==> src/rtl/traffic_pkg.sv <==
// Shared types and constants for the traffic light sequencer: state encodings,
// default tick timings and per-road lamp codes.
package traffic_pkg;

  typedef enum logic [2:0] {
    StLoGreen  = 3'd0,
    StLoYellow = 3'd1,
    StRedA     = 3'd2,
    StNsGreen  = 3'd3,
    StNsYellow = 3'd4,
    StRedB     = 3'd5,
    StFlash    = 3'd6
  } state_e;

  localparam int unsigned PhaseW = 3;

  localparam int unsigned DefMinGreen   = 4;
  localparam int unsigned DefMaxNsGreen = 8;
  localparam int unsigned DefYellowT    = 2;
  localparam int unsigned DefAllredT    = 1;

  // Per-road lamp codes ordered {red, yellow, green}.
  localparam logic [2:0] LampRed    = 3'b100;
  localparam logic [2:0] LampYellow = 3'b010;
  localparam logic [2:0] LampGreen  = 3'b001;

  // Lamp set for a steady state, packed as {main road, secondary road}.
  function automatic logic [5:0] road_lamps(state_e s);
    logic [5:0] l;
    l = {LampRed, LampRed};
    case (s)
      StLoGreen:  l = {LampGreen, LampRed};
      StLoYellow: l = {LampYellow, LampRed};
      StNsGreen:  l = {LampRed, LampGreen};
      StNsYellow: l = {LampRed, LampYellow};
      default:    l = {LampRed, LampRed};
    endcase
    return l;
  endfunction

endpackage

==> src/rtl/traffic_light_sequencer_if.sv <==
// Request/lamp bundle between the traffic controller (master) and the lamp
// sequencer (slave). flash_req_i exists only when TLS_FLASH_EN is defined.
interface traffic_light_sequencer_if;
  import traffic_pkg::*;

  logic              tick_i;
  logic              req_lo_i;
  logic              req_ns_i;
`ifdef TLS_FLASH_EN
  logic              flash_req_i;
`endif
  logic              lo_red_o;
  logic              lo_yellow_o;
  logic              lo_green_o;
  logic              ns_red_o;
  logic              ns_yellow_o;
  logic              ns_green_o;
  logic [PhaseW-1:0] phase_o;

  modport master (
    output tick_i,
    output req_lo_i,
    output req_ns_i,
`ifdef TLS_FLASH_EN
    output flash_req_i,
`endif
    input  lo_red_o,
    input  lo_yellow_o,
    input  lo_green_o,
    input  ns_red_o,
    input  ns_yellow_o,
    input  ns_green_o,
    input  phase_o
  );

  modport slave (
    input  tick_i,
    input  req_lo_i,
    input  req_ns_i,
`ifdef TLS_FLASH_EN
    input  flash_req_i,
`endif
    output lo_red_o,
    output lo_yellow_o,
    output lo_green_o,
    output ns_red_o,
    output ns_yellow_o,
    output ns_green_o,
    output phase_o
  );

endinterface

==> src/rtl/tick_timer.sv <==
// Saturating tick counter with synchronous clear and a "reached target-1" flag.
module tick_timer #(
  parameter int unsigned CntW = 4
) (
  input  logic            clk,
  input  logic            rst_n,
  input  logic            clear_i,
  input  logic            tick_i,
  input  logic [CntW-1:0] target_i,
  output logic [CntW-1:0] cnt_o,
  output logic            last_o
);

  logic [CntW-1:0] cnt_d, cnt_q;

  always_comb begin
    cnt_d = cnt_q;
    if (clear_i) begin
      cnt_d = '0;
    end else if (tick_i && (cnt_q != '1)) begin
      cnt_d = cnt_q + CntW'(1);
    end
  end

  always_ff @(posedge clk or negedge rst_n) begin
    if (!rst_n) begin
      cnt_q <= '0;
    end else begin
      cnt_q <= cnt_d;
    end
  end

  assign cnt_o  = cnt_q;
  assign last_o = (cnt_q == (target_i - CntW'(1)));

endmodule

==> src/rtl/traffic_light_sequencer.sv <==
// Lamp sequencer with min-green, yellow, all-red and max secondary-green timing
// counted in ticks. Define TLS_FLASH_EN to add the flash_req yellow-blink mode.
module traffic_light_sequencer
  import traffic_pkg::*;
#(
  parameter int unsigned MinGreen   = DefMinGreen,
  parameter int unsigned MaxNsGreen = DefMaxNsGreen,
  parameter int unsigned YellowT    = DefYellowT,
  parameter int unsigned AllredT    = DefAllredT
) (
  input logic                       clk,
  input logic                       rst_n,
  traffic_light_sequencer_if.slave  bus
);

  localparam int unsigned CntW = $clog2(MaxNsGreen + 1);

  state_e          state_q, state_d;
  logic [CntW-1:0] cnt;
  logic [CntW-1:0] target;
  logic            last;
  logic            min_met;
  logic            ns_only;
  logic            tick;
  logic [5:0]      lamps;

  assign tick    = bus.tick_i;
  // Only the clean "secondary wants it, main does not" code moves traffic to
  // the secondary road; both-set and both-clear favour the main road.
  assign ns_only = bus.req_ns_i & ~bus.req_lo_i;
  assign min_met = (cnt >= CntW'(MinGreen - 1));

  always_comb begin
    target = CntW'(MinGreen);
    case (state_q)
      StLoYellow, StNsYellow: target = CntW'(YellowT);
      StRedA, StRedB:         target = CntW'(AllredT);
      StNsGreen:              target = CntW'(MaxNsGreen);
      default:                target = CntW'(MinGreen);
    endcase
  end

  tick_timer #(
    .CntW (CntW)
  ) u_tick_timer (
    .clk      (clk),
    .rst_n    (rst_n),
    .clear_i  (state_d != state_q),
    .tick_i   (tick),
    .target_i (target),
    .cnt_o    (cnt),
    .last_o   (last)
  );

  always_ff @(posedge clk or negedge rst_n) begin
    if (!rst_n) begin
      state_q <= StLoGreen;
    end else begin
      state_q <= state_d;
    end
  end

  always_comb begin
    state_d = state_q;
    unique case (state_q)
      StLoGreen: begin
        if (tick && min_met && ns_only) state_d = StLoYellow;
      end
      StLoYellow: begin
        if (tick && last) state_d = StRedA;
      end
      StRedA: begin
        if (tick && last) state_d = StNsGreen;
      end
      StNsGreen: begin
        if (tick && (last || (min_met && !ns_only))) state_d = StNsYellow;
      end
      StNsYellow: begin
        if (tick && last) state_d = StRedB;
      end
      StRedB: begin
        if (tick && last) state_d = StLoGreen;
      end
`ifdef TLS_FLASH_EN
      StFlash: begin
        if (!bus.flash_req_i) state_d = StRedB;
      end
`endif
      // Unused codes fall back to the all-red clearance before main green.
      default: state_d = StRedB;
    endcase
`ifdef TLS_FLASH_EN
    if (bus.flash_req_i) state_d = StFlash;
`endif
  end

`ifdef TLS_FLASH_EN
  logic blink_d, blink_q;

  always_comb begin
    blink_d = blink_q;
    if (state_q != StFlash) begin
      blink_d = 1'b1;
    end else if (tick) begin
      blink_d = ~blink_q;
    end
  end

  always_ff @(posedge clk or negedge rst_n) begin
    if (!rst_n) begin
      blink_q <= 1'b1;
    end else begin
      blink_q <= blink_d;
    end
  end
`endif

  always_comb begin
    lamps = road_lamps(state_q);
`ifdef TLS_FLASH_EN
    if (state_q == StFlash) begin
      lamps = {1'b0, blink_q, 1'b0, 1'b0, blink_q, 1'b0};
    end
`endif
  end

  assign bus.lo_red_o    = lamps[5];
  assign bus.lo_yellow_o = lamps[4];
  assign bus.lo_green_o  = lamps[3];
  assign bus.ns_red_o    = lamps[2];
  assign bus.ns_yellow_o = lamps[1];
  assign bus.ns_green_o  = lamps[0];
  assign bus.phase_o     = state_q;

endmodule

==> src/flat_wrapper.sv <==
// flat-port wrapper written by rule: the top's interface ports become plain ports
module traffic_light_sequencer_flat import traffic_pkg::*;
#(
  parameter int unsigned MinGreen   = DefMinGreen,
  parameter int unsigned MaxNsGreen = DefMaxNsGreen,
  parameter int unsigned YellowT    = DefYellowT,
  parameter int unsigned AllredT    = DefAllredT
)
  (clk, rst_n, bus_tick_i, bus_req_lo_i, bus_req_ns_i, bus_lo_red_o, bus_lo_yellow_o, bus_lo_green_o, bus_ns_red_o, bus_ns_yellow_o, bus_ns_green_o, bus_phase_o);
  traffic_light_sequencer_if bus_i ();
  input logic clk;
  input logic rst_n;
  input wire logic [$bits(bus_i.tick_i)-1:0] bus_tick_i;
  input wire logic [$bits(bus_i.req_lo_i)-1:0] bus_req_lo_i;
  input wire logic [$bits(bus_i.req_ns_i)-1:0] bus_req_ns_i;
  output wire logic [$bits(bus_i.lo_red_o)-1:0] bus_lo_red_o;
  output wire logic [$bits(bus_i.lo_yellow_o)-1:0] bus_lo_yellow_o;
  output wire logic [$bits(bus_i.lo_green_o)-1:0] bus_lo_green_o;
  output wire logic [$bits(bus_i.ns_red_o)-1:0] bus_ns_red_o;
  output wire logic [$bits(bus_i.ns_yellow_o)-1:0] bus_ns_yellow_o;
  output wire logic [$bits(bus_i.ns_green_o)-1:0] bus_ns_green_o;
  output wire logic [$bits(bus_i.phase_o)-1:0] bus_phase_o;
  assign bus_i.tick_i = bus_tick_i;
  assign bus_i.req_lo_i = bus_req_lo_i;
  assign bus_i.req_ns_i = bus_req_ns_i;
  assign bus_lo_red_o = bus_i.lo_red_o;
  assign bus_lo_yellow_o = bus_i.lo_yellow_o;
  assign bus_lo_green_o = bus_i.lo_green_o;
  assign bus_ns_red_o = bus_i.ns_red_o;
  assign bus_ns_yellow_o = bus_i.ns_yellow_o;
  assign bus_ns_green_o = bus_i.ns_green_o;
  assign bus_phase_o = bus_i.phase_o;
  traffic_light_sequencer #(.MinGreen(MinGreen), .MaxNsGreen(MaxNsGreen), .YellowT(YellowT), .AllredT(AllredT)) u_core (.clk(clk), .rst_n(rst_n), .bus(bus_i));
endmodule
==> config.mk <==
export PLATFORM = sky130hd
export DESIGN_NAME = traffic_light_sequencer_flat
export DESIGN_NICKNAME = d
export VERILOG_FILES = /design/src/rtl/traffic_pkg.sv /design/src/rtl/traffic_light_sequencer_if.sv /design/src/rtl/tick_timer.sv /design/src/rtl/traffic_light_sequencer.sv /design/src/flat_wrapper.sv
export SDC_FILE = /design/constraint.sdc
export NUM_CORES = 1
export LEC_CHECK = 0
export ABC_CLOCK_PERIOD_IN_PS = 6900
export BUFFER_PORTS_ARGS = -buffer_cell sky130_fd_sc_hd__buf_4
export CAP_MARGIN = 15
export CORE_AREA = 2 2 39 41
export CTS_CLUSTER_DIAMETER = 120
export CTS_CLUSTER_SIZE = 8
export DETAILED_ROUTE_END_ITERATION = 12
export DIE_AREA = 0 0 41 43
export HOLD_SLACK_MARGIN = 0.1
export PLACE_DENSITY_LB_ADDON = 0.25
export SLEW_MARGIN = 20
export SYNTH_ARGS = -nofsm -noshare
export SYNTH_HDL_FRONTEND = slang
export SYNTH_SLANG_ARGS = --single-unit
==> constraint.sdc <==
create_clock -name clk -period 6.9 [get_ports clk]
set_clock_uncertainty 0.15 [all_clocks]
set_input_delay 2.07 -clock clk [delete_from_list [all_inputs] [get_ports clk]]
set_output_delay 2.07 -clock clk [all_outputs]
set_load 0.005 [all_outputs]
# Word level (Yosys, flattened, before mapping)
# Cells that the tools add are included.
# word_totals
ff_bits,7
input_bits,5
out_inout_bits,9
# classes
add_sub_neg,2
n_lt_le_gt_ge,1
eq_ne,8
n_mux,11
bitwise,2
n_reduce_logical,12
# op_table
cell,count
one-hot mux 6 bit (4 select lines),1
two-way mux 3 bit,6
one-hot mux 3 bit (6 select lines),1
one-hot mux 4 bit (3 select lines),1
two-way mux 4 bit,2
equality test 3 x 2 -> 1 bit (second input constant),2
equality test 3 bit (second input constant),2
logical AND 1 bit,6
adder 4 x 1 -> 4 bit (second input constant),1
equality test 4 bit,1
greater-or-equal comparator 4 x 2 -> 1 bit (second input constant),1
inequality test 4 bit (second input constant),1
OR reduction 2 bit,2
subtractor 4 x 1 -> 4 bit (second input constant),1
equality test 3 x 1 -> 1 bit (second input constant),1
zero test 3 bit,1
inequality test 3 bit,1
nonzero test 2 bit,1
bitwise AND 1 bit,1
zero test 1 bit,1
logical OR 1 bit,1
inverter 1 bit,1

# Depth between registers and ports, before layout
# logic_depth
ltp_word,11
depth_mapped,10

# Modules after synthesis
# From an unflattened synthesis, not the netlist that was laid out.
# hier_totals
cells_unflattened,73
hier_area_um2,624.3
# modules_own_cells
mod,instances,cells_per_inst,area_each_um2
traffic_light_sequencer,1,41,325.3
tick_timer,1,32,299.0

# Least setup slack after synthesis
# OpenSTA, ideal clock, no wires.
# synth_path
path_type,register to output
start,"register u_core.state_q[0], in the netlist u_core.bus.phase_o[0]"
end,output bus_ns_red_o
arrival_time_ps,984
t_required_ps,4680
path_slack_ps,3696
stages_incl_launch_ff,4
path_buffers,1
path_cell_list,dfrtp_1 > buf_2 > nor3_1 > nor2_1
# synth_via
elab_chain_cells,2
# synth_lines
item,line,rtl
"start, declared",traffic_light_sequencer.sv:18,"state_e state_q, state_d;"
"start signal, assigned",traffic_light_sequencer.sv:57,state_q <= StLoGreen;
"start signal, assigned",traffic_light_sequencer.sv:59,state_q <= state_d;
"equality test 3 bit, or another cell as far along",traffic_pkg.sv:31,case (s)
one-hot mux 6 bit (4 select lines) *,traffic_pkg.sv:31,
"end, declared",flat_wrapper.sv:19,output wire logic [$bits(bus_i.ns_red_o)-1:0] bus_ns_red_o;
# Mark *: on every way between the ends. The rest lies on a longest branch, timed or not.

# Worst setup path after layout
# layout_path
start,"register u_core.state_q[2], in the netlist u_core.bus.phase_o[2]"
end,output bus_ns_red_o
# Same word-level chain as after synthesis.

==> impl_metrics.yaml <==
power_and_ir_drop:
  power_mw: 0.393
  p_per_area_mw_per_mm2: 539
  peakVddDrop_mv: 0.244
  leakage_nw: 0.316
route:
  first_iter_violations: 10
  via_per_inst: 5.62
  drc: 0
  postRouteAntennaNets: 0
  routedWlPerCell_um: 13.0
  dr.pass1.iters: 3
  routed_wl_um: 1330
  num_vias: 573
critical_path:
  startpoint_type: "flip-flop"
  reg2reg_slack_ps: 4170
  end_kind: "output pin"
  cp.required_ps: 4680
  criticalPathCategory: "flip-flop to output pin"
  crit_path_max_fanout: 11
  reg2reg_depth: 9
  reg2reg_from: "u_core.bus.phase_o[2]"
  cp.arrival_ps: 1390
  timing.rr.end: "u_core.bus.phase_o[1]"
floorplan:
  coreArea_mm2: 0.00138
  fp-row-count: 14
  initial_core_util: 0.436
  die_h_um: 43
  die-area_mm2: 0.00176
  die_w_um: 41
  io_pins: 14
synth:
  yosysWarnings: 0
  synth_xor_area_frac: 0.0726
  synthSimpleGateAreaFrac: 0.303
  ys_types: 31
  yosysSeqAreaShare: 0.290
  ys.flop_type: "dfrtp_1"
  ys_top_cells_by_area: "dfrtp_1, xnor2_1, nor2_1"
  synth_edf_count: 0
  synth_compound_area_frac: 0.212
  async_flop_share: 1.00
  synth_top_area_share: 0.290
  synthesis.instances: 72
  synthesis.area_um2: 603
  avgSynthCellArea_um2: 8.38
  synth_top_cell_by_area: "dfrtp_1"
  synthMuxAreaShare: 0.0332
  yosys_register_bits: 7
  synth_nets: 79
  synthAdderAreaFrac: 0.0415
  synth_top_family_by_area: "simple AND/OR/NAND/NOR gates"
clock_network:
  cts_buffer_depth: 2
  cts.sinks: 7
  postCtsSetupBuffers: 0
  clkSlewWorstSetupHoldPaths_ps: 50
  cts_inserted_buffers: 3
  cts_resized: 0
  clock_latency_ps: 250
  postCtsHoldBufs: 0
  clock-root-buffer: "clkbuf_4"
  cts_tree: "yes"
  htree_num_levels: 1
finish:
  design_area_um2: 729
  fillCellCount: 131
  multi_input_area_um2: 399
  instances_no_fill: 102
  diodes: 0
  nNetsFinal: 94
  drive_gt1_frac: 0.256
  synthToLayoutAreaGrowth_pct: 21.0
  regArea_um2: 175
placement:
  hpwl_um: 1030
  port_buffers: 13
  placed_cell_area_um2: 703
  place_congestion: 0.758
  dp_cells: 98
  dp_slack_ps: 3450
timing:
  final-setup-viol-count: 0
  layout_min_cycle_time_ps: 3610
  drv_slew: 0
  hold_viol: 0
  timing.final.crit_share: 0.523
  setup_slack_ps: 3290
  max_slew_margin: 0.717
  max_freq_mhz: 277
  worst_pin_slew_ps: 423
  rsz0062_at_grt: "no"
  setup-tns-final_ps: 0
min_path:
  whs_endpoint: "u_core.u_tick_timer.cnt_o[2]"
  hp-class: "flip-flop to flip-flop"
  holdPathStages: 1
  min_from: "u_core.u_tick_timer.cnt_o[2]"
grt:
  grt_pass1_wl_um: 2280
  grt_pass1_vias: 544
  antenna_found_initial: 0
  grt_max_degree: 14
  track_usage: 0.196
  gr-total-overflow: 0
job:
  max_cap_viol_count: 0
outcome:
  status: "finished clean"
==> worst max path at each step <==
stage | from | endpoint | slack [ps] | depth (start not counted)
after floorplan | u_core.bus.phase_o[0] | bus_ns_red_o | 3700 | 3
after global placement | bus_tick_i | u_core.u_tick_timer.cnt_o[2] | 3490 | 6
after detailed placement | bus_tick_i | u_core.bus.phase_o[1] | 3450 | 5
after CTS | u_core.bus.phase_o[2] | bus_ns_red_o | 3310 | 4
after global routing | u_core.bus.phase_o[1] | bus_ns_red_o | 3210 | 4
final | u_core.bus.phase_o[2] | bus_ns_red_o | 3290 | 4
==> state kept, by name, indices dropped and copies added, names as in the netlist <==
| signal | count |
|---|---|
| u_core.bus.phase_o | 3 |
| u_core.u_tick_timer.cnt_o | 4 |
==> cells in the final DEF, fill, tap and decap left out, types with 2 or more instances in the layout <==
master / instances
nor2_1: 10
a21oi_1: 6
dfrtp_1: 7
nand2_1: 4
nor3_1: 2
buf_4: 13
xnor2_1: 5
mux2i_1: 2
nor2b_1: 4
inv_1: 3
ha_1: 2
nand3_1: 2
and2_1: 3
clkbuf_4: 3
o21ai_0: 3
==> metal layers <==
metal / track usage / wire [um]
met1: 0.237 / 575
met4: 0.0800 / 10
met2: 0.297 / 673
met5: 0 / 0
met3: 0.0785 / 65
==> kinds of logic after synthesis <==
family,Yosys count
buffers and inverters,6
XOR/XNOR,5
AND/OR/NAND/NOR,33
multiplexers,2
AO/OA/AOI/OAI,17
adder cells (fa/ha/maj),2
flip-flops,7
==> power by group <==
group / switching [mW] / leakage, nW / total (mW) / internal (mW)
logic: 0.128 / 0.213 / 0.259 / 0.131
registers: 0.0390 / 0.0886 / 0.0965 / 0.0575
clock network: 0.0158 / 0.0150 / 0.0379 / 0.0221
==> area by class of cell <==
cell class,instances,share of cell area
Multi-Input combinational cell,59,0.547
Tap cell,16,0.0274
Sequential cell,7,0.240
Clock buffer,4,0.0360
Inverter,3,0.0154
Timing Repair Buffer,13,0.134
==> cells in the mapped netlist, types with 2 or more instances <==
master   count
nand2_1      4
xnor2_1      5
nor2_1      10
inv_1        3
and2_1       3
buf_2        2
nor3_1       2
nand3_1      2
ha_1         2
o21ai_0      3
a21oi_1      6
nor2b_1      4
mux2i_1      2
dfrtp_1      7
==> per-stage QoR <==
stage                     utilization  hold slack (ps)
after floorplan                     -              386
after global placement          0.508              434
after detailed placement        0.508              432
after CTS                       0.527              442
after global routing            0.527              481
final                           0.527              430
==> worst max-delay path, cell delays in order, from the launching register on <==
cell and delay [ps]:
dfrtp_1 530, inv_1 110, nor3_1 280, nor2_1 70
buf_4 140
No activity file was read; power rests on OpenSTA's default activity.
